File: src/rtl/pipeline_pkg.sv
// Shared types and widths for the MEM/WB writeback stage: data/index widths,
// the writeback FSM state encoding and the MEM/WB bundle layout.
package pipeline_pkg;

  localparam int DATA_W   = 16;
  localparam int ADDR_W   = 3;
  localparam int CNT_W    = 8;
  localparam int RETIRE_W = 16;

  typedef enum logic [0:0] {
    IDLE,
    WAIT_MEM
  } wb_state_t;

  typedef struct packed {
    logic              valid;
    logic [ADDR_W-1:0] rd;
    logic              reg_write;
    logic              mem_to_reg;
    logic [DATA_W-1:0] alu_result;
  } mem_wb_t;

endpackage

File: src/rtl/writeback_stage_if.sv
// MEM/WB bundle, data-memory return and register-file write port of the writeback stage.
// The fwd_* bypass signals exist only when WB_FORWARD_EN is defined.
interface writeback_stage_if;
  import pipeline_pkg::*;

  logic                in_valid;
  logic [ADDR_W-1:0]   in_rd;
  logic                in_reg_write;
  logic                in_mem_to_reg;
  logic [DATA_W-1:0]   in_alu_result;
  logic [DATA_W-1:0]   mem_rdata;
  logic                mem_rvalid;
  logic                flush;
  logic [ADDR_W-1:0]   write_addr;
  logic [DATA_W-1:0]   write_data;
  logic                write_en;
  logic                stall_out;
  logic                load_err;
  logic [RETIRE_W-1:0] retire_count;
`ifdef WB_FORWARD_EN
  logic                fwd_valid;
  logic [ADDR_W-1:0]   fwd_addr;
  logic [DATA_W-1:0]   fwd_data;
`endif

  modport master (
    output in_valid, in_rd, in_reg_write, in_mem_to_reg, in_alu_result,
    output mem_rdata, mem_rvalid, flush,
`ifdef WB_FORWARD_EN
    input  fwd_valid, fwd_addr, fwd_data,
`endif
    input  write_addr, write_data, write_en, stall_out, load_err, retire_count
  );

  modport slave (
    input  in_valid, in_rd, in_reg_write, in_mem_to_reg, in_alu_result,
    input  mem_rdata, mem_rvalid, flush,
`ifdef WB_FORWARD_EN
    output fwd_valid, fwd_addr, fwd_data,
`endif
    output write_addr, write_data, write_en, stall_out, load_err, retire_count
  );

endinterface

File: src/rtl/wb_timeout_counter.sv
// Load-wait cycle counter: clear has priority over enable; tc_o flags the cycle on
// which the count would reach TIMEOUT.
module wb_timeout_counter
  import pipeline_pkg::*;
#(
  parameter int TIMEOUT = 15
) (
  input  logic clk,
  input  logic reset,
  input  logic clear_i,
  input  logic enable_i,
  output logic tc_o
);

  logic [CNT_W-1:0] count_q;
  logic [CNT_W-1:0] count_d;

  always_comb begin
    count_d = count_q;
    if (clear_i) begin
      count_d = '0;
    end else if (enable_i) begin
      count_d = count_q + CNT_W'(1);
    end
  end

  always_ff @(posedge clk or posedge reset) begin
    if (reset) begin
      count_q <= '0;
    end else begin
      count_q <= count_d;
    end
  end

  assign tc_o = enable_i && (count_q == CNT_W'(TIMEOUT - 1));

endmodule

File: src/rtl/writeback_stage.sv
// Final pipeline stage: writes ALU or load results into the register file, stalls upstream
// while a load is outstanding, and counts retired writes. Define WB_FORWARD_EN for fwd_* bypass.
module writeback_stage
  import pipeline_pkg::*;
#(
  parameter int TIMEOUT = 15
) (
  input logic              clk,
  input logic              reset,
  writeback_stage_if.slave bus
);

  mem_wb_t             bundle;
  wb_state_t           state_q;
  logic [ADDR_W-1:0]   rd_q;
  logic [ADDR_W-1:0]   write_addr_q;
  logic [DATA_W-1:0]   write_data_q;
  logic                write_en_q;
  logic                stall_q;
  logic                load_err_q;
  logic [RETIRE_W-1:0] retire_count_q;

  logic timeout_tc;
  logic alu_fire;
  logic load_start;
  logic mem_fire;
  logic timeout_fire;
  logic wr_fire;

  assign bundle = '{
    valid:      bus.in_valid,
    rd:         bus.in_rd,
    reg_write:  bus.in_reg_write,
    mem_to_reg: bus.in_mem_to_reg,
    alu_result: bus.in_alu_result
  };

  // flush overrides every event below, including a same-cycle rvalid or timeout
  assign alu_fire     = !bus.flush && (state_q == IDLE) && bundle.valid && bundle.reg_write
                        && !bundle.mem_to_reg;
  assign load_start   = !bus.flush && (state_q == IDLE) && bundle.valid && bundle.reg_write
                        && bundle.mem_to_reg;
  assign mem_fire     = !bus.flush && (state_q == WAIT_MEM) && bus.mem_rvalid;
  assign timeout_fire = !bus.flush && (state_q == WAIT_MEM) && !bus.mem_rvalid && timeout_tc;
  assign wr_fire      = alu_fire || mem_fire;

  wb_timeout_counter #(
    .TIMEOUT (TIMEOUT)
  ) u_timeout (
    .clk      (clk),
    .reset    (reset),
    .clear_i  ((state_q != WAIT_MEM) || bus.flush),
    .enable_i (state_q == WAIT_MEM),
    .tc_o     (timeout_tc)
  );

  always_ff @(posedge clk or posedge reset) begin
    if (reset) begin
      state_q        <= IDLE;
      rd_q           <= '0;
      write_addr_q   <= '0;
      write_data_q   <= '0;
      write_en_q     <= 1'b0;
      stall_q        <= 1'b0;
      load_err_q     <= 1'b0;
      retire_count_q <= '0;
    end else begin
      write_en_q <= wr_fire;
      load_err_q <= timeout_fire;
      if (wr_fire) begin
        retire_count_q <= retire_count_q + RETIRE_W'(1);
        write_addr_q   <= alu_fire ? bundle.rd : rd_q;
        write_data_q   <= alu_fire ? bundle.alu_result : bus.mem_rdata;
      end
      if (bus.flush) begin
        state_q <= IDLE;
        stall_q <= 1'b0;
      end else begin
        case (state_q)
          IDLE: begin
            if (load_start) begin
              rd_q    <= bundle.rd;
              state_q <= WAIT_MEM;
              stall_q <= 1'b1;
            end
          end
          WAIT_MEM: begin
            if (mem_fire || timeout_fire) begin
              state_q <= IDLE;
              stall_q <= 1'b0;
            end
          end
          default: begin
            state_q <= IDLE;
            stall_q <= 1'b0;
          end
        endcase
      end
    end
  end

  assign bus.write_addr   = write_addr_q;
  assign bus.write_data   = write_data_q;
  assign bus.write_en     = write_en_q;
  assign bus.stall_out    = stall_q;
  assign bus.load_err     = load_err_q;
  assign bus.retire_count = retire_count_q;

`ifdef WB_FORWARD_EN
  // Bypass stays valid for the write cycle and one cycle after; addr/data hold meanwhile
  logic fwd_valid_q;

  always_ff @(posedge clk or posedge reset) begin
    if (reset) begin
      fwd_valid_q <= 1'b0;
    end else begin
      fwd_valid_q <= wr_fire || write_en_q;
    end
  end

  assign bus.fwd_valid = fwd_valid_q;
  assign bus.fwd_addr  = write_addr_q;
  assign bus.fwd_data  = write_data_q;
`endif

endmodule

File: src/flat_wrapper.sv
// flat-port wrapper written by rule: the top's interface ports become plain ports
module writeback_stage_flat import pipeline_pkg::*;
#(
  parameter int TIMEOUT = 15
)
  (clk, reset, bus_in_valid, bus_in_rd, bus_in_reg_write, bus_in_mem_to_reg, bus_in_alu_result, bus_mem_rdata, bus_mem_rvalid, bus_flush, bus_write_addr, bus_write_data, bus_write_en, bus_stall_out, bus_load_err, bus_retire_count);
  writeback_stage_if bus_i ();
  input logic clk;
  input logic reset;
  input wire logic [$bits(bus_i.in_valid)-1:0] bus_in_valid;
  input wire logic [$bits(bus_i.in_rd)-1:0] bus_in_rd;
  input wire logic [$bits(bus_i.in_reg_write)-1:0] bus_in_reg_write;
  input wire logic [$bits(bus_i.in_mem_to_reg)-1:0] bus_in_mem_to_reg;
  input wire logic [$bits(bus_i.in_alu_result)-1:0] bus_in_alu_result;
  input wire logic [$bits(bus_i.mem_rdata)-1:0] bus_mem_rdata;
  input wire logic [$bits(bus_i.mem_rvalid)-1:0] bus_mem_rvalid;
  input wire logic [$bits(bus_i.flush)-1:0] bus_flush;
  output wire logic [$bits(bus_i.write_addr)-1:0] bus_write_addr;
  output wire logic [$bits(bus_i.write_data)-1:0] bus_write_data;
  output wire logic [$bits(bus_i.write_en)-1:0] bus_write_en;
  output wire logic [$bits(bus_i.stall_out)-1:0] bus_stall_out;
  output wire logic [$bits(bus_i.load_err)-1:0] bus_load_err;
  output wire logic [$bits(bus_i.retire_count)-1:0] bus_retire_count;
  assign bus_i.in_valid = bus_in_valid;
  assign bus_i.in_rd = bus_in_rd;
  assign bus_i.in_reg_write = bus_in_reg_write;
  assign bus_i.in_mem_to_reg = bus_in_mem_to_reg;
  assign bus_i.in_alu_result = bus_in_alu_result;
  assign bus_i.mem_rdata = bus_mem_rdata;
  assign bus_i.mem_rvalid = bus_mem_rvalid;
  assign bus_i.flush = bus_flush;
  assign bus_write_addr = bus_i.write_addr;
  assign bus_write_data = bus_i.write_data;
  assign bus_write_en = bus_i.write_en;
  assign bus_stall_out = bus_i.stall_out;
  assign bus_load_err = bus_i.load_err;
  assign bus_retire_count = bus_i.retire_count;
  writeback_stage #(.TIMEOUT(TIMEOUT)) u_core (.clk(clk), .reset(reset), .bus(bus_i));
endmodule
File: config.mk
export PLATFORM = sky130hd
export DESIGN_NAME = writeback_stage_flat
export DESIGN_NICKNAME = d
export VERILOG_FILES = /design/src/rtl/pipeline_pkg.sv /design/src/rtl/writeback_stage_if.sv /design/src/rtl/wb_timeout_counter.sv /design/src/rtl/writeback_stage.sv /design/src/flat_wrapper.sv
export SDC_FILE = /design/constraint.sdc
export NUM_CORES = 1
export LEC_CHECK = 0
export ABC_CLOCK_PERIOD_IN_PS = 1610
export BUFFER_PORTS_ARGS = -buffer_cell sky130_fd_sc_hd__buf_2
export CAP_MARGIN = 20
export CELL_PAD_IN_SITES_DETAIL_PLACEMENT = 0
export CELL_PAD_IN_SITES_GLOBAL_PLACEMENT = 1
export CORE_UTILIZATION = 30
export CTS_BUF_LIST = sky130_fd_sc_hd__clkbuf_16
export DETAILED_ROUTE_END_ITERATION = 10
export GPL_TIMING_DRIVEN = 1
export HOLD_SLACK_MARGIN = 0.08
export PLACE_DENSITY = 0.66
export SLEW_MARGIN = 20
export SYNTH_ARGS = -nofsm -noshare
export SYNTH_HDL_FRONTEND = slang
export SYNTH_HIERARCHICAL = 1
export SYNTH_SLANG_ARGS = --single-unit
File: constraint.sdc
create_clock -name clk -period 1.61 [get_ports clk]
set_clock_uncertainty 0.2 [all_clocks]
set_input_delay 0.2415 -clock clk [delete_from_list [all_inputs] [get_ports clk]]
set_output_delay 0.2415 -clock clk [all_outputs]
set_load 0.01 [all_outputs]
Word-level counts from Yosys, hierarchy flattened
Cells that the tools add are included.
{"block": "totals", "regBits": 50, "inputBits": 42, "output_inout_bits": 38, "word_cells": 47}
{"block": "classes", "n_addsub": 2, "n_eq_ne": 3, "mux": 12, "bitwise": 2, "reduce_logical": 19}
{"cell": "16-bit by 1-bit adder with 16-bit output, second input constant", "count": 1}
{"cell": "16-bit two-way mux", "count": 1}
{"cell": "8-bit two-way mux", "count": 2}
{"cell": "1-bit logical AND", "count": 10}
{"cell": "8-bit by 1-bit adder with 8-bit output, second input constant", "count": 1}
{"cell": "8-bit by 4-bit == test with 1-bit output, second input constant", "count": 1}
{"cell": "1-bit two-way mux", "count": 6}
{"cell": "1-bit case mux with 2 select lines", "count": 2}
{"cell": "1-bit logical NOT", "count": 3}
{"cell": "1-bit logical OR", "count": 3}
{"cell": "3-bit two-way mux", "count": 1}
{"cell": "3-bit by 2-bit inequality test with 1-bit output, second input constant", "count": 1}
{"cell": "3-bit inequality test, second input constant", "count": 1}
{"cell": "3-bit AND reduction", "count": 1}
{"cell": "1-bit inverter", "count": 2}
{"cell": "2-bit AND reduction", "count": 1}
{"cell": "2-bit nonzero test", "count": 1}

Logic depth before layout (Yosys ltp)
{"block": "logic_depth", "ltp_word": 8, "ltp_mapped": 8, "ltp_nobuf": 8}

Cells and area by module
The synthesis kept the hierarchy.
{"mod": "writeback_stage", "n_inst": 1, "cells_each": 155, "area_each_um2": 1841.8, "seq_area_each_um2": 1051.0}
{"mod": "wb_timeout_counter", "n_inst": 1, "cells_each": 43, "area_each_um2": 425.4, "seq_area_each_um2": 200.2}

Least setup slack after synthesis
OpenSTA, ideal clock, no wires.
{"block": "synth_timing", "kind": "reg2reg", "startpoint": "register u_core.state_q", "endpoint": "register u_core.write_data_q[0], in the netlist u_core/bus.write_data[0]", "setup_ns": 0.127, "t_arrival_ns": 1.416, "required_ns": 1.283, "slack_ns": -0.134, "path_stages_with_launch": 7, "n_path_buf": 2, "period_less_slack_ns": 1.744, "cell_sequence": "dfrtp_1 -> and4bb_1 -> o21ai_2 -> buf_6 -> buf_6 -> a222oi_1 -> inv_1"}
{"block": "synth_via", "elab_chain_len": 6, "elab_cells_between_ends": 9, "classes_between": "1 x mux; 1 x bitwise; 7 x reduce/logical"}
{"item": "start, declared", "line": "writeback_stage.sv:14", "text": "wb_state_t state_q;"}
{"item": "start signal, assigned", "line": "writeback_stage.sv:59", "text": "state_q <= IDLE;"}
{"item": "start signal, assigned", "line": "writeback_stage.sv:76", "text": "state_q <= IDLE;"}
{"item": "start signal, assigned", "line": "writeback_stage.sv:83", "text": "state_q <= WAIT_MEM;"}
{"item": "1-bit inverter", "line": "writeback_stage.sv:39", "text": "assign alu_fire = !bus.flush && (state_q == IDLE) && bundle.valid && bundle.reg_write"}
{"item": "1-bit logical AND (3 in a row)", "line": "writeback_stage.sv:39"}
{"item": "1-bit logical AND", "line": "writeback_stage.sv:40", "text": "&& !bundle.mem_to_reg;"}
{"item": "16-bit two-way mux or 1-bit logical OR (tied branches)", "line": "writeback_stage.sv:73, writeback_stage.sv:45"}
{"item": "end signal, assigned", "line": "writeback_stage.sv:73", "text": "write_data_q <= alu_fire ? bundle.alu_result : bus.mem_rdata;"}
{"item": "end, declared", "line": "writeback_stage.sv:17", "text": "logic [DATA_W-1:0] write_data_q;"}
Several ways; a longest one is shown, not always the timed one.
A chain may end at the register's enable or synchronous reset.

Final worst setup path
{"block": "layout_timing", "startpoint": "register u_core.state_q", "endpoint": "register u_core.write_data_q[15], in the netlist u_core/bus.write_data[15]"}
Same word-level chain as after synthesis.

==> metrics.yaml <==
final_layout:
  antenna_cells: 0
  finish.utilization: 0.516
  fin_nets: 395
  area_growth_pct: 65.9
  fin_cells: 450
  drive_above_1_share: 0.447
sta:
  finalSetupViolations: 33
  period_share: 1.10
  hold_violations: 0
  setup_tns_ns: -2.88
  setup_ws_ns: -0.155
  rsz0062_at_grt: "yes"
  max_slew_margin: 0.758
  drv_slew: 0
  fmaxAchievable_ghz: 0.567
  fin_crit_ns: 1.76
  tightest_slew_ns: 0.363
critical_path:
  crit_path_top_delay_cell: "dfrtp_1"
  endpoint_kind: "flop"
  cp-start-kind: "flop"
  cp_max_fo: 15
  max_stage_delay_ns: 0.40
  critPathKind: "flop to flop"
  crit_required_ns: 1.58
  path_cells: "and4bb_1, o21ai_2, buf_6, a222oi_1, inv_1"
  r2r_cells: 5
  r2r_slack_ns: -0.15
  reg2reg_from: "u_core/state_q"
  critical_path_arrival_ns: 1.74
  reg2reg_to: "u_core/bus.write_data[15]"
global_routing:
  gr-total-overflow: 0
  grt_pass1_wl_mm: 9.51
  grt_max_degree: 20
  grt_use_total: 0.161
  antenna_found_initial: 0
  grt_pass1_vias: 2013
drt:
  postRouteAntennaNets: 0
  via_per_inst: 4.71
  drc: 0
  drt_iter0_drc: 154
  avgRoutedWirePerCell_um: 14.1
  wl_mm: 6.35
  vias: 2118
  first_pass_iters: 7
synthesis:
  synthCells: 198
  ys_seq_area_frac: 0.552
  synth_nets: 243
  syn_area_um2: 2270
  ys.flop_type: "dfrtp_1"
  yosysWarnings: 6
  synth.distinct_cells: 34
  synth_edf_count: 0
  synth_area_per_cell_um2: 11.5
  synthTopCellsByCount: "50 x dfrtp_1, 27 x inv_1, 19 x a222oi_1"
  netlist.area_leader.share: 0.552
  ys_seq_elements: 50
  yosysTopAreaCell: "dfrtp_1"
  synthArstFlopShare: 1.00
  ys_top_cells_by_area: "dfrtp_1 55%, a222oi_1 8.4%, xor2_1 5.0%, inv_1 4.5%, nor4_2 2.8%"
  synth.most_common_cell: "dfrtp_1"
clocking:
  htree_levels: 2
  cts_made_buffers: 5
  path_clk_slew_ns: 0.07
  cts-root-buf: "clkbuf_16"
  cts.sinks: 50
  tritoncts: "yes"
  clockBufferDepth: 2
  clk_latency_ns: 0.29
power_and_ir_drop:
  powerDensity_nw_per_um2: 975
  vdd.ir_drop.worst_uv: 623
  leakagePower_nw: 1.99
run_status:
  violations: "negative setup slack"
  status: "finished with violations"
hold_path:
  holdCritPathClass: "input pin to flop"
  hold_end: "u_core/bus.stall_out"
  worstHoldPathCells: 4
  hp-start: "bus_mem_rvalid"
placed_design:
  dp_hpwl_mm: 3.98
  dp.cells: 400
  port_buffers: 79
  globalplace.congestion: 0.712
floorplan:
  rows: 31
  dieWidth_um: 88.9
  die_h_um: 88.9
  io_pins: 80
  die_area_um2: 7910
  coreArea_um2: 7290
  initial_core_util: 0.311
flow_run:
  maxCapViolCount: 0
worst max-delay path: cells and delay by family, from the launching register on:
kind	cells	cell delay (ns)
compound gates	2	0.49
flops	1	0.40
simple gates	1	0.30
buf+inv	2	0.25
per-stage QoR:
| stage | cell area (µm²) | setup WS (ns) | hold WS (ns) | total power, mW |
|---|---|---|---|---|
| 2_1_floorplan | 2270 | -0.116 | -0.143 | 1.95 |
| 3_3_place_gp | 3000 | -0.0852 | -0.0732 | 2.34 |
| 3_5_place_dp | 3000 | -0.135 | -0.0772 | 2.35 |
| 4_1_cts | 3600 | -0.127 | 0.0877 | 3.65 |
| 5_1_grt | 3760 | -0.210 | 0.138 | 3.87 |
| 6_report | 3760 | -0.155 | 0.0875 | 3.67 |
cell usage in the layout (no fill, tap or decap), types with 2 or more instances in the layout:
cell           Yosys  routed
buf_4              3      30
o31ai_2            0       2
o211ai_1           2       2
xnor2_1            6       6
nand4_1            5       5
nand3_2            1       2
xor2_1            13      13
clkbuf_16          0       5
a21oi_2            0       3
nand2_1           12      10
and4_1             2       2
nor4_4             0       5
nor3_4             0       4
mux2_2             3       2
buf_2              0      79
ha_1               3       2
and3_1             3       3
o21ai_0            3       2
buf_6              3       5
buf_12             0       2
nor2_1             7       6
nand2_2            1       2
nor3_2             0       2
dlygate4sd3_1      0      37
nand3_1            6       5
inv_1             27      26
a222oi_1          19      19
dfrtp_1           50      50
what timing repair did:
action	CTS	global route
endpoints found under the hold margin	74	0
setup buffers	2	3
pin swaps	14	13
hold buffers	37	0
resized for setup	11	27
setup endpoints to repair	38	40
metal layers:
metal  part of all wire  vias to the layer above  wire (µm)  global-route usage
li1                   -                     1022          -                   -
met1               0.42                     1021       2690               0.202
met2               0.51                       64       3220               0.266
met3              0.042                       11        269              0.0379
met4              0.026                        0        167              0.0693
met5                  0                        -          0                   0
layout make-up:
type                    instances  area, µm²
multi-input cells             113       1030
fillers                       683       3530
clock buffers                   5        125
well taps                      99        124
inverters                      27        101
repair buffers                153       1090
clock inverters                 3       43.8
flip-flops and latches         50       1250
worst max-delay path by stage:
stage | start | end | slack (ns) | depth (start not counted)
detailed placement | u_core/state_q | u_core/bus.write_data[13] | -0.14 | 5
global placement | u_core/state_q | u_core/bus.retire_count[9] | -0.09 | 5
CTS | u_core/state_q | u_core/bus.write_data[13] | -0.13 | 5
floorplan | u_core/state_q | u_core/bus.write_data[0] | -0.12 | 6
finish | u_core/state_q | u_core/bus.write_data[15] | -0.15 | 5
global route | u_core/state_q | u_core/bus.write_data[7] | -0.21 | 5
sequential cells by signal, summed over array words and instances (netlist names):
signal and cells:
u_core/bus.write_data 16, u_core/bus.stall_out 1, u_core/bus.retire_count 16, u_core/state_q 1, u_core/bus.write_addr 3, u_core/rd_q 3, u_core/bus.load_err 1, u_core/u_timeout/count_q 8
u_core/bus.write_en 1
power breakdown:
group	switching, mW	internal [mW]	leakage (nW)
Clock	0.473	0.736	0.0842
Combinational	0.467	0.460	1.26
Sequential	0.0950	1.44	0.648
Total	1.03	2.63	1.99
kinds of logic after synthesis:
logic type,synth area share
XOR/XNOR,0.0734
buffers and inverters,0.0728
multiplexers,0.0149
flip-flops,0.552
adder cells (fa/ha/maj),0.0166
AO/OA/AOI/OAI,0.120
AND/OR/NAND/NOR,0.151
Note: power is estimated with default switching activity, not from simulation.
